## config.mk

```make
export PLATFORM = sky130hd
export DESIGN_NAME = fetch_sequencer_flat
export DESIGN_NICKNAME = d
export VERILOG_FILES = /design/src/rtl/cpu_pkg.sv /design/src/rtl/fetch_sequencer_if.sv /design/src/rtl/pc_reg.sv /design/src/rtl/fetch_sequencer.sv /design/src/flat_wrapper.sv
export SDC_FILE = /design/constraint.sdc
export NUM_CORES = 1
export LEC_CHECK = 0
export CORE_ASPECT_RATIO = 1.75
export CORE_MARGIN = 2
export CORE_UTILIZATION = 35
export DETAILED_ROUTE_END_ITERATION = 6
export HOLD_SLACK_MARGIN = 0.03
export PLACE_DENSITY = 0.74
export SYNTH_ARGS = -nofsm -noshare
export SYNTH_HDL_FRONTEND = slang
export SYNTH_SLANG_ARGS = --single-unit
```

## constraint.sdc

```tcl
create_clock -name clock -period 2.9 [get_ports clock]
set_input_delay 0.87 -clock clock [delete_from_list [all_inputs] [get_ports clock]]
set_output_delay 0.87 -clock clock [all_outputs]
set_load 0.1 [all_outputs]
```

## src/rtl/cpu_pkg.sv

```systemverilog
// Shared definitions for the 8-bit CPU control path.
// Holds the sequencer state encoding and the opcode constants that the
// fetch sequencer and the execute datapath both decode.
package cpu_pkg;

  typedef enum logic [2:0] {
    IDLE,
    FETCH,
    DECODE,
    OPER,
    EXEC,
    HALT
  } state_t;

  // Opcode lives in the top three bits of the instruction register.
  localparam logic [2:0] OP_HLT = 3'b000;
  localparam logic [2:0] OP_JMP = 3'b110;
  localparam logic [2:0] OP_BRZ = 3'b111;

endpackage

```

## src/rtl/fetch_sequencer_if.sv

```systemverilog
// Bus bundle between the fetch sequencer, program memory and the datapath.
//   mem_req/mem_addr   : program-memory read request and address
//   mem_ack/mem_rdata  : read completion and data (valid when mem_ack=1)
//   ir_out/exec_valid  : instruction offered to the execute datapath
//   exec_ready         : datapath accepts/completes the instruction
// master = sequencer side, slave = memory/datapath side.
interface fetch_sequencer_if #(
  parameter int WIDTH = 8
) ();

  logic             mem_req;
  logic [WIDTH-1:0] mem_addr;
  logic             mem_ack;
  logic [WIDTH-1:0] mem_rdata;
  logic [WIDTH-1:0] ir_out;
  logic             exec_valid;
  logic             exec_ready;

  modport master (
    output mem_req, mem_addr, ir_out, exec_valid,
    input  mem_ack, mem_rdata, exec_ready
  );

  modport slave (
    input  mem_req, mem_addr, ir_out, exec_valid,
    output mem_ack, mem_rdata, exec_ready
  );

endinterface

```

## src/rtl/pc_reg.sv

```systemverilog
// Program counter register.
//   i_clk  : clock
//   i_rst  : synchronous active-high reset, loads RESET_VEC
//   i_load : load i_d (has priority over i_incr)
//   i_incr : increment by one, wrapping modulo 2^WIDTH
//   i_d    : value to load
//   o_q    : current PC
module pc_reg #(
  parameter int               WIDTH     = 8,
  parameter logic [WIDTH-1:0] RESET_VEC = '0
) (
  input  logic             i_clk,
  input  logic             i_rst,
  input  logic             i_load,
  input  logic             i_incr,
  input  logic [WIDTH-1:0] i_d,
  output logic [WIDTH-1:0] o_q
);

  logic [WIDTH-1:0] r_pc;

  always_ff @(posedge i_clk) begin
    if (i_rst)       r_pc <= RESET_VEC;
    else if (i_load) r_pc <= i_d;
    else if (i_incr) r_pc <= r_pc + 1'b1;
  end

  assign o_q = r_pc;

endmodule

```

## src/rtl/fetch_sequencer.sv

```systemverilog
// Control FSM of the 8-bit CPU: fetches instructions, decodes the opcode,
// fetches operands for JMP/BRZ, hands ALU instructions to the datapath and
// stops on HLT. Owns the PC (via pc_reg), changed only by increment or load.
//   clock, reset : clock and synchronous active-high reset
//   run          : start/continue, sampled at instruction boundaries
//   zero_flag    : datapath Z flag, used by BRZ
//   bus          : memory read port and execute handshake (master side)
//   pc_out       : current PC
//   halted       : HLT executed; only reset leaves this state
//   busy         : sequencer neither idle nor halted
module fetch_sequencer
  import cpu_pkg::*;
#(
  parameter int               WIDTH     = 8,
  parameter logic [WIDTH-1:0] RESET_VEC = '0
) (
  input  logic                clock,
  input  logic                reset,
  input  logic                run,
  input  logic                zero_flag,
  fetch_sequencer_if.master   bus,
  output logic [WIDTH-1:0]    pc_out,
  output logic                halted,
  output logic                busy
);

  state_t           r_state;
  state_t           w_state_nxt;
  logic [WIDTH-1:0] r_ir;
  logic             r_mem_req;
  logic             r_exec_valid;
  logic             r_halted;
  logic             r_busy;
  logic [WIDTH-1:0] w_pc;
  logic             w_pc_load;
  logic             w_pc_incr;
  logic             w_ir_load;
  logic             w_ack;
  logic [2:0]       w_opcode;

  // An ack only counts while a request is actually outstanding.
  assign w_ack    = r_mem_req & bus.mem_ack;
  assign w_opcode = r_ir[WIDTH-1 -: 3];

  always_comb begin
    w_state_nxt = r_state;
    w_pc_load   = 1'b0;
    w_pc_incr   = 1'b0;
    w_ir_load   = 1'b0;
    case (r_state)
      IDLE:   if (run) w_state_nxt = FETCH;
      FETCH:  if (w_ack) begin
                w_ir_load   = 1'b1;
                w_pc_incr   = 1'b1;
                w_state_nxt = DECODE;
              end
      DECODE: case (w_opcode)
                OP_HLT:         w_state_nxt = HALT;
                OP_JMP, OP_BRZ: w_state_nxt = OPER;
                default:        w_state_nxt = EXEC;
              endcase
      // Only JMP and BRZ reach OPER, so anything that is not BRZ is a JMP.
      OPER:   if (w_ack) begin
                if ((w_opcode != OP_BRZ) || zero_flag) w_pc_load = 1'b1;
                else                                   w_pc_incr = 1'b1;
                w_state_nxt = run ? FETCH : IDLE;
              end
      EXEC:   if (bus.exec_ready) w_state_nxt = run ? FETCH : IDLE;
      HALT:   w_state_nxt = HALT;
      default: w_state_nxt = IDLE;
    endcase
  end

  // Outputs are registered by decoding the next state, so they line up with
  // the state they describe without any input-to-output combinational path.
  always_ff @(posedge clock) begin
    if (reset) begin
      r_state      <= IDLE;
      r_ir         <= '0;
      r_mem_req    <= 1'b0;
      r_exec_valid <= 1'b0;
      r_halted     <= 1'b0;
      r_busy       <= 1'b0;
    end else begin
      r_state      <= w_state_nxt;
      if (w_ir_load) r_ir <= bus.mem_rdata;
      r_mem_req    <= (w_state_nxt == FETCH) || (w_state_nxt == OPER);
      r_exec_valid <= (w_state_nxt == EXEC);
      r_halted     <= (w_state_nxt == HALT);
      r_busy       <= (w_state_nxt != IDLE) && (w_state_nxt != HALT);
    end
  end

  pc_reg #(
    .WIDTH     (WIDTH),
    .RESET_VEC (RESET_VEC)
  ) u_pc (
    .i_clk  (clock),
    .i_rst  (reset),
    .i_load (w_pc_load),
    .i_incr (w_pc_incr),
    .i_d    (bus.mem_rdata),
    .o_q    (w_pc)
  );

  assign bus.mem_req    = r_mem_req;
  assign bus.mem_addr   = w_pc;
  assign bus.ir_out     = r_ir;
  assign bus.exec_valid = r_exec_valid;
  assign pc_out         = w_pc;
  assign halted         = r_halted;
  assign busy           = r_busy;

endmodule

```

## src/flat_wrapper.sv

```systemverilog
// flat-port wrapper written by rule: the top's interface ports become plain ports
module fetch_sequencer_flat import cpu_pkg::*;
#(
  parameter int               WIDTH     = 8,
  parameter logic [WIDTH-1:0] RESET_VEC = '0
)
  (clock, reset, run, zero_flag, pc_out, halted, busy, bus_mem_req, bus_mem_addr, bus_ir_out, bus_exec_valid, bus_mem_ack, bus_mem_rdata, bus_exec_ready);
  fetch_sequencer_if #(.WIDTH(WIDTH)) bus_i ();
  input  logic clock;
  input  logic reset;
  input  logic run;
  input  logic zero_flag;
  output logic [WIDTH-1:0] pc_out;
  output logic halted;
  output logic busy;
  output wire logic [$bits(bus_i.mem_req)-1:0] bus_mem_req;
  output wire logic [$bits(bus_i.mem_addr)-1:0] bus_mem_addr;
  output wire logic [$bits(bus_i.ir_out)-1:0] bus_ir_out;
  output wire logic [$bits(bus_i.exec_valid)-1:0] bus_exec_valid;
  input wire logic [$bits(bus_i.mem_ack)-1:0] bus_mem_ack;
  input wire logic [$bits(bus_i.mem_rdata)-1:0] bus_mem_rdata;
  input wire logic [$bits(bus_i.exec_ready)-1:0] bus_exec_ready;
  assign bus_mem_req = bus_i.mem_req;
  assign bus_mem_addr = bus_i.mem_addr;
  assign bus_ir_out = bus_i.ir_out;
  assign bus_exec_valid = bus_i.exec_valid;
  assign bus_i.mem_ack = bus_mem_ack;
  assign bus_i.mem_rdata = bus_mem_rdata;
  assign bus_i.exec_ready = bus_exec_ready;
  fetch_sequencer #(.WIDTH(WIDTH), .RESET_VEC(RESET_VEC)) u_core (.clock(clock), .reset(reset), .run(run), .zero_flag(zero_flag), .bus(bus_i), .pc_out(pc_out), .halted(halted), .busy(busy));
endmodule
```

==> flow_summary.ini <==
[sta]
fin_crit_ps = 2310
relSlewSlack = 0.613
tns_ps = 0
clock_skew_ps = 2.28
fmax_mhz = 433
min_period_over_period = 0.796
timing.final.ws_setup_ps = 592
hold_violations = 0
grt_setup_unrepaired = false
drv_slew = 0
setup_violations = 0
max_slew.worst_pin.slew_ps = 580

[route]
vias = 1169
routed_wl_um = 3030
drt_iter0_markers = 35
drtAntennaViolNets = 0
viasPerCell = 5.24
dr.pass1.iters = 4
drc = 0
wire_per_inst_um = 13.6

[clock_network]
clock-sinks = 23
clkTransAtPathRegs_ps = 80
cts_tree = built
clock_latency_ps = 260
root_buffer = clkbuf_8
clock_path_buffers = 2
post_cts_resized = 0
numCtsBuffers = 3
hold_buffers = 0
cts_setup_buffers = 0
cts_max_level = 1

[status]
status = finished, final reports clean

[die]
die_x_um = 47.8
dieArea_um2 = 3850
core_area_um2 = 3180
die-height_um = 80.6
ios = 42
start_util = 0.369
fp-row-count = 27

[synthesis]
ys_ff_latch = 23
syn-cell-area_um2 = 1170
synth_area_leaders = dfxtp_1 39%, a21oi_1 7.3%, nand2_1 5.4%, o21ai_0 5.1%, buf_4 5.1%
postSynth.asyncResetShare = 0
ys_warn_count = 0
synth_edf_count = 0
yosysTopAreaCell = dfxtp_1
ys_top_cells_by_count = 23 x dfxtp_1, 17 x a21oi_1, 17 x nand2_1, 12 x o21ai_0
synth_top_area_share = 0.393
synth_cells = 147
ys_types = 39
synth_fp_nets = 162
ys.flop_type = dfxtp_1
yosysSeqAreaShare = 0.393
synth.most_common_cell = dfxtp_1
synth_area_per_cell_um2 = 7.98

[worst_setup_path]
required_ps = 3050
critical_path.startpoint = zero_flag
arrival_ps = 2450
crit_type = input pin to register
setup.worst_path.end_class = register
reg2reg_from = u_core.r_state[1]$_SDFF_PP0_
worstPathMaxFanout = 11
cp-start-kind = input pin

[final_layout]
fin_nets = 196
diodes = 0
fill_cells = 345
final_layout_size_suffix_gt1_frac = 0.239
area_growth_pct = 31.4
postLayoutCoreUtil = 0.485

[placed_design]
gp_congestion = 0.841
dp_slack_ps = 331
post-dp-hpwl_um = 2280
io_buffers = 41

[pwr]
p_total_uw = 661
cellPowerDensity_nw_per_um2 = 429
power.leakage_uw = 0.000582
max-vdd-ir-drop_mv = 0.286

[worst_hold_path]
min_from = u_core.bus.ir_out[4]$_SDFFE_PP0P_
min_path_type = register to register

[global_routing]
grt_pass1_wl_um = 4850
overflow = 0
grt_pass1_vias = 1103
grtUsageTotal = 0.174
antenna_found_initial = 0
grt_max_degree = 23

[job]
drv_cap = 0
==> report_power, final <==
group	internal, µW	leakage [µW]	switching (µW)
Clock	98.0	0.0000228	98.3
Sequential	324	0.000186	9.19
Combinational	41.5	0.000373	89.6
Total	464	0.000582	197
==> final timing paths <==
check	slack, ps	depth (start not counted)	end
worst min register to register	480	2	u_core.bus.ir_out[4]$_SDFFE_PP0P_
worst min-delay path	480	2	u_core.bus.ir_out[4]$_SDFFE_PP0P_
worst max-delay path	590	6	u_core.u_pc.o_q[6]$_SDFFE_PP0P_
worst max register to register	1150	5	u_core.busy$_SDFF_PP0_
==> layer usage <==
metal	wire, µm	vias to the layer above	global-route usage
met3	130	4	0.0225
met2	1600	35	0.288
li1	-	585	-
met5	0	-	0
met1	1240	545	0.205
met4	54	0	0.0892
==> cell families (layout without fill, tap and decap cells) <==
kind of cell               count (synthesis)  count (layout)  synth area share
adders and majority gates                  1               1            0.0107
buffers and inverters                     19              52            0.0960
muxes                                      1               1           0.00960
and+or+nand+nor                           57              57             0.254
DFF                                       23              23             0.393
AOI/OAI and AO/OA                         46              46             0.237
==> registers in the layout, summed over array words and instances (netlist names) <==
register and count:
u_core.bus.ir_out 8, u_core.bus.exec_valid 1, u_core.busy 1, u_core.u_pc.o_q 8, u_core.halted 1, u_core.r_state 3, u_core.bus.mem_req 1
==> cell usage in the layout (no fill, tap or decap), types with 2 or more instances in the layout <==
cell,n
and4_1,2
a211oi_1,3
o21ai_0,12
buf_4,32
clkdlybuf4s50_1,13
nand3_1,4
nor2b_1,3
nor3_1,6
inv_1,3
o211ai_1,2
nor2_1,8
dfxtp_1,23
clkbuf_8,3
and2_2,2
nand2b_1,6
nand4_1,2
a21oi_1,17
a21o_1,2
nand2_1,17
==> through the flow <==
stage / hold slack (ps) / cells / instance area, µm²
6_report: 480 / 223 / 1540
5_1_grt: 522 / 223 / 1540
4_1_cts: 485 / 223 / 1540
3_5_place_dp: 470 / 219 / 1500
3_3_place_gp: 474 / 219 / 1500
2_1_floorplan: 646 / 147 / 1170
==> cell type report <==
| type | instances | area [µm²] | share of cell area |
|---|---|---|---|
| Tap cell | 43 | 53.8 | 0.0349 |
| Clock buffer | 4 | 45.0 | 0.0292 |
| Sequential cell | 23 | 460 | 0.299 |
| Inverter | 3 | 11.3 | 0.00731 |
| Multi-Input combinational cell | 105 | 599 | 0.389 |
| Timing Repair Buffer | 45 | 370 | 0.240 |
==> worst max-delay path: stages <==
cell and delay, ps:
clkdlybuf4s50_1 390, nand2b_1 170, o21a_1 300, or4b_1 540, o21ai_0 90, a211oi_1 100
No activity file was read; power rests on OpenSTA's default activity.
